==> src/rtl/timer_pkg.sv <==
// rtl/timer_pkg.sv - shared types and constants for the MM:SS countdown timer
//
// Purpose: controller state encoding, BCD digit width and digit moduli used by
//          countdown_timer and bcd_down_digit.
// Ports:   none (package).

package timer_pkg;

  typedef enum logic [1:0] {
    ST_IDLE  = 2'd0,
    ST_RUN   = 2'd1,
    ST_PAUSE = 2'd2,
    ST_DONE  = 2'd3
  } state_e;

  localparam int DIGIT_W = 4;   // one BCD digit
  localparam int MOD_DEC = 10;  // ones digits and minute tens
  localparam int MOD_SEX = 6;   // seconds tens

endpackage

==> src/rtl/bcd_down_digit.sv <==
// rtl/bcd_down_digit.sv - one down-counting BCD digit with borrow chain
//
// Purpose: holds one digit of the display. A borrow_in steps it down by one,
//          wrapping 0 -> MODULUS-1 and raising borrow_out for the next digit.
//          load (and rst) put the digit back to INIT_VAL.
// Ports:   clk, rst (async, active-high)
//          load       - reload INIT_VAL, overrides borrow_in
//          borrow_in  - decrement request from the less significant digit
//          digit      - registered digit value
//          borrow_out - decrement request to the more significant digit

module bcd_down_digit
  import timer_pkg::*;
#(
  parameter int MODULUS  = MOD_DEC,
  parameter int INIT_VAL = 0
) (
  input  logic               clk,
  input  logic               rst,
  input  logic               load,
  input  logic               borrow_in,
  output logic [DIGIT_W-1:0] digit,
  output logic               borrow_out
);

  localparam logic [DIGIT_W-1:0] INIT = DIGIT_W'(INIT_VAL);
  localparam logic [DIGIT_W-1:0] TOP  = DIGIT_W'(MODULUS - 1);

  logic [DIGIT_W-1:0] digit_q;
  logic [DIGIT_W-1:0] digit_d;

  always_comb begin
    digit_d = digit_q;
    if (load) begin
      digit_d = INIT;
    end else if (borrow_in) begin
      digit_d = (digit_q == '0) ? TOP : (digit_q - DIGIT_W'(1));
    end
  end

  always_ff @(posedge clk or posedge rst) begin
    if (rst) begin
      digit_q <= INIT;
    end else begin
      digit_q <= digit_d;
    end
  end

  // Borrow ripples only when this digit wraps.
  assign borrow_out = borrow_in & (digit_q == '0);
  assign digit      = digit_q;

endmodule

==> src/rtl/countdown_timer.sv <==
// rtl/countdown_timer.sv - MM:SS countdown timer with run/pause/clear control
//
// Purpose: counts PRESET_MIN:PRESET_SEC down to 00:00 on 1 Hz ticks while
//          running; btn_start edges toggle run/pause, btn_clr reloads preset.
// Ports:   clk, rst (async, active-high)
//          tick      - one-cycle 1 Hz pulse
//          btn_start - level; each rising edge toggles run/pause
//          btn_clr   - level; back to IDLE with preset digits
//          min_tens, min_ones, sec_tens, sec_ones - registered BCD digits
//          running   - registered, high in RUN
//          done      - registered, high in DONE

module countdown_timer
  import timer_pkg::*;
#(
  parameter int PRESET_MIN = 1,
  parameter int PRESET_SEC = 30
) (
  input  logic               clk,
  input  logic               rst,
  input  logic               tick,
  input  logic               btn_start,
  input  logic               btn_clr,
  output logic [DIGIT_W-1:0] min_tens,
  output logic [DIGIT_W-1:0] min_ones,
  output logic [DIGIT_W-1:0] sec_tens,
  output logic [DIGIT_W-1:0] sec_ones,
  output logic               running,
  output logic               done
);

  if (PRESET_MIN < 0 || PRESET_MIN > 99 || PRESET_SEC < 0 || PRESET_SEC > 59) begin : g_bad_preset
    $fatal(1, "countdown_timer: preset %0d:%0d out of range", PRESET_MIN, PRESET_SEC);
  end

  localparam int PRESET_MT = PRESET_MIN / 10;
  localparam int PRESET_MO = PRESET_MIN % 10;
  localparam int PRESET_ST = PRESET_SEC / 10;
  localparam int PRESET_SO = PRESET_SEC % 10;
  localparam bit PRESET_ZERO = (PRESET_MIN == 0) && (PRESET_SEC == 0);

  state_e state_q, state_d;
  logic   btn_start_d_q;
  logic   running_q, running_d;
  logic   done_q, done_d;

  logic   start_edge;
  logic   load;
  logic   dec;
  logic   at_one;
  logic   so_borrow, st_borrow, mo_borrow, mt_borrow;

  assign start_edge = btn_start & ~btn_start_d_q;
  assign load       = btn_clr;
  // A tick only counts in RUN and loses to clear and to a start edge.
  assign dec        = (state_q == ST_RUN) & tick & ~start_edge & ~btn_clr;
  assign at_one     = ({min_tens, min_ones, sec_tens, sec_ones} == 16'h0001);

  bcd_down_digit #(.MODULUS(MOD_DEC), .INIT_VAL(PRESET_SO)) u_sec_ones (
    .clk(clk), .rst(rst), .load(load), .borrow_in(dec),
    .digit(sec_ones), .borrow_out(so_borrow)
  );

  bcd_down_digit #(.MODULUS(MOD_SEX), .INIT_VAL(PRESET_ST)) u_sec_tens (
    .clk(clk), .rst(rst), .load(load), .borrow_in(so_borrow),
    .digit(sec_tens), .borrow_out(st_borrow)
  );

  bcd_down_digit #(.MODULUS(MOD_DEC), .INIT_VAL(PRESET_MO)) u_min_ones (
    .clk(clk), .rst(rst), .load(load), .borrow_in(st_borrow),
    .digit(min_ones), .borrow_out(mo_borrow)
  );

  bcd_down_digit #(.MODULUS(MOD_DEC), .INIT_VAL(PRESET_MT)) u_min_tens (
    .clk(clk), .rst(rst), .load(load), .borrow_in(mo_borrow),
    .digit(min_tens), .borrow_out(mt_borrow)
  );

  always_comb begin
    state_d = state_q;
    if (btn_clr) begin
      state_d = ST_IDLE;
    end else begin
      unique case (state_q)
        ST_IDLE: begin
          if (start_edge) state_d = PRESET_ZERO ? ST_DONE : ST_RUN;
        end
        ST_RUN: begin
          if (start_edge) begin
            state_d = ST_PAUSE;
          end else if (tick) begin
            // RUN never holds 00:00, so a borrow out of the top digit is
            // unreachable; treat it as terminal rather than let it wrap on.
            if (at_one || mt_borrow) state_d = ST_DONE;
          end
        end
        ST_PAUSE: begin
          if (start_edge) state_d = ST_RUN;
        end
        ST_DONE: begin
          state_d = ST_DONE;
        end
        default: state_d = ST_IDLE;
      endcase
    end
  end

  assign running_d = (state_d == ST_RUN);
  assign done_d    = (state_d == ST_DONE);

  always_ff @(posedge clk or posedge rst) begin
    if (rst) begin
      state_q       <= ST_IDLE;
      btn_start_d_q <= 1'b1;  // a button held through reset is not an edge
      running_q     <= 1'b0;
      done_q        <= 1'b0;
    end else begin
      state_q       <= state_d;
      btn_start_d_q <= btn_start;
      running_q     <= running_d;
      done_q        <= done_d;
    end
  end

  assign running = running_q;
  assign done    = done_q;

endmodule
==> config.mk <==
export PLATFORM = sky130hd
export DESIGN_NAME = countdown_timer
export DESIGN_NICKNAME = d
export VERILOG_FILES = /design/src/rtl/timer_pkg.sv /design/src/rtl/bcd_down_digit.sv /design/src/rtl/countdown_timer.sv
export SDC_FILE = /design/constraint.sdc
export NUM_CORES = 1
export LEC_CHECK = 0
export CAP_MARGIN = 20
export CORE_MARGIN = 1.5
export CORE_UTILIZATION = 45
export DETAILED_ROUTE_END_ITERATION = 16
export GPL_TIMING_DRIVEN = 1
export PLACE_DENSITY_LB_ADDON = 0.25
export SLEW_MARGIN = 5
export SYNTH_ARGS = -nofsm -noshare
export SYNTH_HDL_FRONTEND = slang
export SYNTH_SLANG_ARGS = --single-unit
==> constraint.sdc <==
create_clock -name clk -period 2 [get_ports clk]
set_input_delay 0.4 -clock clk [delete_from_list [all_inputs] [get_ports clk]]
set_output_delay 0.4 -clock clk [all_outputs]
set_load 0.01 [all_outputs]
==> results.toml, run 1 <==
[power]
p_per_area_nw_per_um2 = 498.7
leakage_nw = 0.5829
switching_share_pct = 24.64
intPower_uw = 552.5
fin_total_pwr_uw = 733.2
seqPwrFrac_pct = 60.1
power_frac_comb_pct = 11.8
p_clk_share_pct = 28.1
peakVddDrop_v = 0.0003796
p_sw_uw = 180.6

[floorplan]
row_count = 17
coreArea_um2 = 2276
ioPinCount = 23
die_y_um = 52.91
die_area_um2 = 2799
die_w_um = 52.91
initial_utilization_pct = 49.26

[drt]
drc = 0
routed_wl_um = 2182
wire_per_inst_um = 12.69
num_vias = 936
first_pass_iters = 4
ant_nets = 0
drtIter0Drc = 22
routed_via_density = 5.442

[synthesis]
ys_ff_latch = 21
synth_edf_count = 0
synthArstFlopShare_pct = 100.0
ys_seq_area_share_pct = 47.32
synth_cell_types = 34
ys_warn_count = 0
syn_nets = 115
avgSynthCellArea_um2 = 10.19
syn-cell-area_um2 = 1121
synth_cells = 110
ys.flop_type = "dfrtp_1"

[sta]
worst_pin_slew_ps = 382.2
period_minus_slack_ps = 1871
rsz0062_at_grt = "false"
maxSlewViolCount = 0
hold_viol_final = 0
fmax_mhz = 534.5
worst_clock_skew_ps = 7.761
maxSlewHeadroom_pct = 74.28
layout_worst_path_cycle_share_pct = 93.54
setup_viol = 0
whs_ps = 401.0

[worst_setup_path]
slowest_stage = "dfstp_2"
critPathBufInv = 1
cp_max_fo = 8
r2r_start = "u_sec_ones.digit[1]$_DFFE_PP0P_"
cp-start-kind = "register"
slowest_delay_ps = 610
worstSetupPathType = "register to output pin"
path_cells = "clkdlybuf4s50_1"
startpoint = "u_min_ones.digit[0]$_DFFE_PP1P_"
cpLargestDelayFamily = "flip-flops"
crit_required_ps = 1600
critPathArrivalTime_ps = 1470
end_kind = "output pin"

[layout]
area_growth_pct = 31.14
final_cell_mix = "nor2_1 (22), clkdlybuf4s50_1 (22), dfrtp_1 (17), buf_4 (11), nor2b_1 (6)"
drive_above_1_share_pct = 18.06
fillers = 199
layout.nets = 150
antennaDiodeCount = 0
final_util_pct = 64.60
final_cells = 172

[clock_network]
htree_levels = 1
clkLatencyLatePin_ps = 310
cts_buffers = 3
cts_resized = 0
clock_path_buffers = 2
cts_hold_buf = 0
clkTransAtPathRegs_ps = 120
tritoncts = "built"
cts_root_buf = "clkbuf_4"
cts_setup_buffers = 0
clock-sinks = 21

[global_route]
grt_pass1_vias = 923
grt_pass1_wl_um = 3960
grt_start_max_net_pins = 22
antenna_found_initial = 0
grt_usage_pct = 20.05
globalRouteOverflowTotal = 0

[placed_design]
place_inst = 168
gp_congestion = 0.7748
hpwl_um = 1610
io_buffer_count = 22

[status]
run_status = "completed"

[min_path]
hp-class = "input port to async pin"

[flow_run]
cap_violations = 0
==> cell families after synthesis <==
group | Yosys count | synth area share, %
AO/OA/AOI/OAI | 15 | 9.374
XOR/XNOR | 6 | 4.688
buffers and inverters | 5 | 2.009
flip-flops | 21 | 47.32
multiplexers | 5 | 4.576
AND/OR/NAND/NOR | 58 | 32.03
==> worst min-delay path, delay by kind of cell <==
| kind | cells | cell delay, ps |
|---|---|---|
| buf+inv | 3 | 710 |
==> cell usage after synthesis (2+ instances only) <==
library cell   n  area, um^2
or3_1          4       25.02
nor2b_1        6       37.54
dfstp_2        4       105.1
mux2i_1        4       40.04
o21ai_0        3       15.01
xor2_1         3       26.28
nor2_1        22       82.58
nor3_1         5       25.02
inv_1          2       7.510
nand3_1        3       15.01
nand2b_1       4       25.02
nand2_1        5       18.77
a211oi_1       2       15.01
dfrtp_1       17       425.4
nor4_4         2       42.54
xnor2_1        3       26.28
a21oi_1        3       15.01
nor4_1         2       12.51
==> per-stage QoR <==
stage / instance area [um^2] / setup TNS [ps] / setup slack [ps]
after floorplan: 1121 / 0 / 278.5
after global placement: 1444 / -607.1 / -115.9
after detailed placement: 1444 / -699.7 / -145.7
after CTS: 1470 / 0 / 105.0
after global routing: 1470 / 0 / 53.41
final: 1470 / 0 / 129.1
==> sequential cells by signal, summed over array words and instances, names as in the netlist <==
name              flops
running               1
u_min_tens.digit      4
btn_start_d_q         1
state_q               2
u_sec_ones.digit      4
u_min_ones.digit      4
u_sec_tens.digit      4
done                  1
==> area by class of cell <==
type	count	area, um^2	area share, %
clock buffer	4	26.28	1.787
inverter	2	7.507	0.5106
sequential	21	530.5	36.09
timing repair buffer	33	302.8	20.60
multi-input combinational	84	568.0	38.64
tap	28	35.03	2.383
==> metal layers <==
layer	vias up	track usage, %	wire (um)
met5	-	0	0
met3	4	3.955	107
met4	0	12.39	46
met2	29	32.71	1061
li1	460	-	-
met1	443	24.14	966
==> power by group through the flow <==
| stage | Sequential [mW] | Clock (mW) | Combinational (mW) |
|---|---|---|---|
| after global placement | 0.448 | 0 | 0.0862 |
| after global routing | 0.443 | 0.240 | 0.0965 |
| after detailed placement | 0.449 | 0 | 0.0874 |
| final | 0.441 | 0.206 | 0.0864 |
| after floorplan | 0.452 | 0 | 0.0431 |
| after CTS | 0.441 | 0.219 | 0.0878 |
==> path summary, 6_finish.rpt <==
| check | cells after the start | end | slack [ps] |
|---|---|---|---|
| max in group asynchronous | 3 | u_min_ones.digit[0]$_DFFE_PP1P_ | 1320 |
| setup / recovery | 1 | min_ones[0] | 130 |
| min in group clk | 2 | u_sec_tens.digit[1]$_DFFE_PP1P_ | 510 |
| setup reg to reg | 5 | running$_DFF_PP0_ | 210 |
| hold reg to reg | 2 | u_sec_tens.digit[1]$_DFFE_PP1P_ | 510 |
| hold / removal | 3 | u_sec_ones.digit[1]$_DFFE_PP0P_ | 400 |
No activity file was read; power rests on OpenSTA's default activity.
==> inputs of run 2 (changes only) <==
CORE_ASPECT_RATIO = 0.6   (was default)
==> run 2 against run 1 <==
Effect of this change:
- final area grew 2.3%
- flip-flop and latch count did not move
- wire length up 6.6%
- setup slack worse by 53 ps
- critical endpoint is now u_min_tens.digit[1]$_DFFE_PP0P_
- largest power group unchanged
==> results.toml, run 2 (same netlist as run 1, synthesis figures left out) <==
[status]
run_status = "completed"

[global_route]
grt_start_max_net_pins = 22
grt_pass1_vias = 808
grt_usage_pct = 19.02
grt_pass1_wl_um = 3946
antenna_found_initial = 0
globalRouteOverflowTotal = 0

[layout]
final_cell_mix = "nor2_1 (22), clkdlybuf4s50_1 (22), dfrtp_1 (17), buf_4 (10), nor2b_1 (6)"
area_growth_pct = 34.15
antennaDiodeCount = 0
drive_above_1_share_pct = 18.06
layout.nets = 150
stdcell_area_um2 = 1504

[clock_network]
clkTransAtPathRegs_ps = 80
tritoncts = "built"
cts_resized = 0
cts_setup_buffers = 0
clkLatencyLatePin_ps = 260
htree_levels = 1
cts_buffers = 3
cts_hold_buf = 0
clock_path_buffers = 2
cts_root_buf = "clkbuf_8"
clock-sinks = 21

[flow_run]
cap_violations = 0

[power]
leakage_nw = 0.5952
fin_total_pwr_uw = 814.1
p_per_area_nw_per_um2 = 541.3
peakVddDrop_v = 0.0003472

[drt]
routed_wl_um = 2325
num_vias = 926
first_pass_iters = 4
drc = 0
ant_nets = 0
routed_via_density = 5.322
wire_per_inst_um = 13.36
drtIter0Drc = 61

[placed_design]
placed_area_um2 = 1459
hpwl_um = 1734
gp_congestion = 0.8468
io_buffer_count = 22

[sta]
layout_worst_path_cycle_share_pct = 96.21
period_minus_slack_ps = 1924
rsz0062_at_grt = "false"
hold_viol_final = 0
worst_clock_skew_ps = 5.229
maxSlewViolCount = 0
worst_pin_slew_ps = 541.0
fmax_mhz = 519.7
maxSlewHeadroom_pct = 63.60
whs_ps = 460.3
setup_viol = 0

[floorplan]
initial_utilization_pct = 49.58
coreArea_um2 = 2261
die_area_um2 = 2809
ioPinCount = 23
die_y_um = 41.66
row_count = 13
die_w_um = 67.44

[worst_setup_path]
critPathArrivalTime_ps = 2080
slowest_stage = "clkdlybuf4s50_1"
path_cells = "clkdlybuf4s50_1, nor2b_1, or3_1, buf_4, nor4_4, mux2i_1, nor2_1"
end_kind = "register"
reg2reg_depth = 5
slowest_delay_ps = 410
cp_max_fo = 9
cp-start-kind = "input port"
worstSetupPathType = "input port to register"
crit_required_ps = 2160

[min_path]
hp-class = "input port to async pin"
-- run 2: cell counts in the layout (fill, tap and decap cells not counted) --
Identical to the previous run, type by type.
-- run 2: worst paths after layout --
kind,from,endpoint,slack [ps]
worst max-delay path,btn_start,u_min_tens.digit[1]$_DFFE_PP0P_,80
worst min-delay path,rst,u_min_tens.digit[1]$_DFFE_PP0P_,460
worst max register to register,u_min_ones.digit[3]$_DFFE_PP0P_,u_min_tens.digit[1]$_DFFE_PP0P_,130
worst min register to register,u_sec_tens.digit[1]$_DFFE_PP1P_,u_sec_tens.digit[1]$_DFFE_PP1P_,510
max in group asynchronous,rst,u_sec_tens.digit[1]$_DFFE_PP1P_,1260
min in group clk,u_sec_tens.digit[1]$_DFFE_PP1P_,u_sec_tens.digit[1]$_DFFE_PP1P_,510
-- run 2: critical path: cells and delay by family --
family	cells	cell delay [ps]
mux	1	270
simple gates	4	830
buf+inv	2	590
-- run 2: per-stage QoR --
step                util [%]  setup WS (ps)  setup TNS (ps)  cells
CTS                    66.52          65.87               0    174
finish                 66.52          75.81               0    174
global placement       64.53         -104.7          -549.7    170
floorplan                  -          278.5               0    110
detailed placement     64.53         -216.5          -775.0    170
global route           66.52          5.425               0    174
-- run 2: power breakdown --
| group | switching [mW] | internal [mW] | leakage (nW) |
|---|---|---|---|
| Sequential | 0.00724 | 0.434 | 0.278 |
| Clock | 0.140 | 0.142 | 0.0228 |
| Combinational | 0.0474 | 0.0434 | 0.295 |
| Total | 0.195 | 0.619 | 0.595 |
-- run 2: area by class of cell --
class	instances	area (um^2)
repair buffers	33	315.3
inverters	2	7.507
multi-input cells	84	568.0
fillers	182	757.0
clock buffers	4	45.04
flip-flops and latches	21	530.5
well taps	30	37.54
-- run 2: layer usage --
metal / global-route usage (%) / up-vias / share of wire, %
li1: - / 458 / -
met1: 28.52 / 428 / 49
met2: 26.53 / 36 / 43
met3: 5.962 / 4 / 7.1
met4: 4.898 / 0 / 1.2
met5: 0 / - / 0
==> inputs of run 3 (changes only) <==
ABC_AREA = 1   (was default)
==> run 3 against run 2 <==
Effect of this change:
- clock-buffer cell count fell by 1
- critical path type is now register to output pin
- critical path depth fell by 6
- die area fell by 3.9%
- clock skew rose by 3.7 ps
- power rose by 27%
- cell count rose by 12%
- via count rose by 0.54%
- global-route usage fell by 0.31 points
- synthesized cell count rose by 25%
- register-to-register slack improved by 430 ps
- largest cell class is now flip-flops and latches
- core utilization fell by 3.7 points
==> results.toml, run 3 <==
[clock_network]
clock-sinks = 21
tritoncts = "built"
clkLatencyLatePin_ps = 260
cts_hold_buf = 0
cts_root_buf = "clkbuf_8"
cts_buffers = 3
cts_setup_buffers = 0
htree_levels = 1
clkTransAtPathRegs_ps = 80
clock_path_buffers = 2
cts_resized = 0

[drt]
drtIter0Drc = 70
drc = 0
num_vias = 931
wire_per_inst_um = 10.86
ant_nets = 0
routed_wl_um = 2117
routed_via_density = 4.774
first_pass_iters = 4

[floorplan]
coreArea_um2 = 2212
initial_utilization_pct = 48.59
die_w_um = 66.09
row_count = 13
die_y_um = 40.86
die_area_um2 = 2700
ioPinCount = 23

[layout]
drive_above_1_share_pct = 14.55
layout.nets = 171
final_cells = 195
multi_input_area_um2 = 452.9
register_area_um2 = 530.5
final_util_pct = 62.78
antennaDiodeCount = 0
final_common_cell = "nand2_1"
fillers = 209
final_cell_mix = "nand2_1 (37), clkdlybuf4s50_1 (22), inv_1 (19), dfrtp_1 (17), nor2_1 (14)"
area_growth_pct = 29.22

[synthesis]
synth_top_area_share_pct = 39.58
syn_nets = 143
synth_area_leaders = "dfrtp_1 (40%), nand2_1 (13%), dfstp_2 (9.8%)"
ys.flop_type = "dfrtp_1"
ys_warn_count = 0
avgSynthCellArea_um2 = 7.788
synth_common_cells = "nand2_1 (37), inv_1 (19), dfrtp_1 (17)"
synth_area_leader_cell = "dfrtp_1"
ys_seq_area_share_pct = 49.36
synth_cells = 138
ys_ff_latch = 21
synthArstFlopShare_pct = 100.0
synth.most_common_cell = "nand2_1"
synth_edf_count = 0
syn-cell-area_um2 = 1075
synth_cell_types = 21

[worst_setup_path]
critPathArrivalTime_ps = 1380
cp-start-kind = "register"
crit_required_ps = 1600
slowest_delay_ps = 580
slowest_stage = "dfstp_2"
path_cells = "clkdlybuf4s50_1"
startpoint = "u_min_ones.digit[0]$_DFFE_PP1P_"
critPathBufInv = 1
cp_max_fo = 5
r2r_start = "u_sec_ones.digit[0]$_DFFE_PP0P_"
end_kind = "output pin"
worstSetupPathType = "register to output pin"
cpLargestDelayFamily = "flip-flops"

[power]
power_frac_comb_pct = 23.9
intPower_uw = 728.5
p_sw_uw = 308.2
seqPwrFrac_pct = 49.7
fin_total_pwr_mw = 1.037
p_per_area_nw_per_um2 = 746.5
p_clk_share_pct = 26.4
switching_share_pct = 29.73
peakVddDrop_v = 0.0003693
leakage_nw = 0.6532

[sta]
tns_ps = 0
worst_clock_skew_ps = 8.891
maxSlewHeadroom_pct = 82.19
period_minus_slack_ps = 1779
fmax_mhz = 562.1
rsz0062_at_grt = "false"
maxSlewViolCount = 0
worst_pin_slew_ps = 267.1
hold_viol_final = 0
layout_worst_path_cycle_share_pct = 88.95
setup_viol = 0

[placed_design]
gp_congestion = 0.7552
hpwl_um = 1663
place_inst = 191
io_buffer_count = 22

[global_route]
globalRouteOverflowTotal = 0
grt_usage_pct = 18.71
grt_start_max_net_pins = 22
antenna_found_initial = 0
grt_pass1_vias = 844
grt_pass1_wl_um = 3650

[status]
run_status = "completed"

[flow_run]
cap_violations = 0

[min_path]
hp-class = "input port to async pin"
-- run 3: cell count changes in the layout (fill, tap and decap cells not counted), moves of 4 or more --
cell / change
a21oi_1: +7
nor2b_1: -6
inv_2: +4
nor2_1: -8
nand2b_1: -4
inv_1: +17
buf_4: -8
mux2i_1: -4
nand2_1: +32
or3_1: -4
-- run 3: final cells by class --
cell class	count	share of cell area [%]
multi-input cells	93	32.61
inverters	23	6.216
flip-flops and latches	21	38.20
clock inverters	1	0.3604
well taps	30	2.703
clock buffers	3	2.973
repair buffers	24	16.94
-- run 3: layer usage --
| metal | vias up | share of wire (%) | track usage, % |
|---|---|---|---|
| li1 | 487 | - | - |
| met1 | 427 | 52 | 24.10 |
| met2 | 15 | 43 | 31.50 |
| met3 | 2 | 5.1 | 6.044 |
| met4 | 0 | 0.61 | 4.592 |
| met5 | - | 0 | 0 |
-- run 3: final timing paths --
| path | end | slack (ps) | cells after the start |
|---|---|---|---|
| max | min_ones[0] | 220 | 1 |
| min | u_min_tens.digit[1]$_DFFE_PP0P_ | 470 | 3 |
| max reg2reg | u_min_tens.digit[1]$_DFFE_PP0P_ | 560 | 10 |
| min reg2reg | u_sec_tens.digit[1]$_DFFE_PP1P_ | 520 | 2 |
| max in group asynchronous | btn_start_d_q$_DFF_PP1_ | 1250 | 3 |
| min in group clk | u_sec_tens.digit[1]$_DFFE_PP1P_ | 520 | 2 |
-- run 3: worst min-delay path, stage by stage --
cell             delay, ps
clkdlybuf4s50_1        400
inv_1                   50
buf_4                  270
-- run 3: stage by stage --
step | hold slack (ps) | instance area, um^2 | worst slack, ps
after floorplan | 373.6 | 1075 | 640.7
after global placement | 491.3 | 1343 | 186.6
after detailed placement | 508.2 | 1343 | 112.2
after CTS | 478.3 | 1389 | 207.2
after global routing | 488.9 | 1389 | 168.0
final | 469.1 | 1389 | 221.1
-- run 3: power by group through the flow --
stage / Sequential, mW / Clock [mW] / Combinational [mW]
final: 0.515 / 0.274 / 0.248
after CTS: 0.515 / 0.289 / 0.250
after detailed placement: 0.522 / 0 / 0.250
after global placement: 0.521 / 0 / 0.244
after floorplan: 0.533 / 0 / 0.125
after global routing: 0.522 / 0.298 / 0.282
-- run 3: cell families (layout without fill, tap and decap cells) --
group                  count (synthesis)  after routing  share of synthesized area [%]
AO/OA/AOI/OAI                         22             22                          10.71
flip-flops                            21             21                          49.36
AND/OR/NAND/NOR                       70             70                          30.62
buffers and inverters                 24             51                          8.498
XOR/XNOR                               1              1                         0.8150
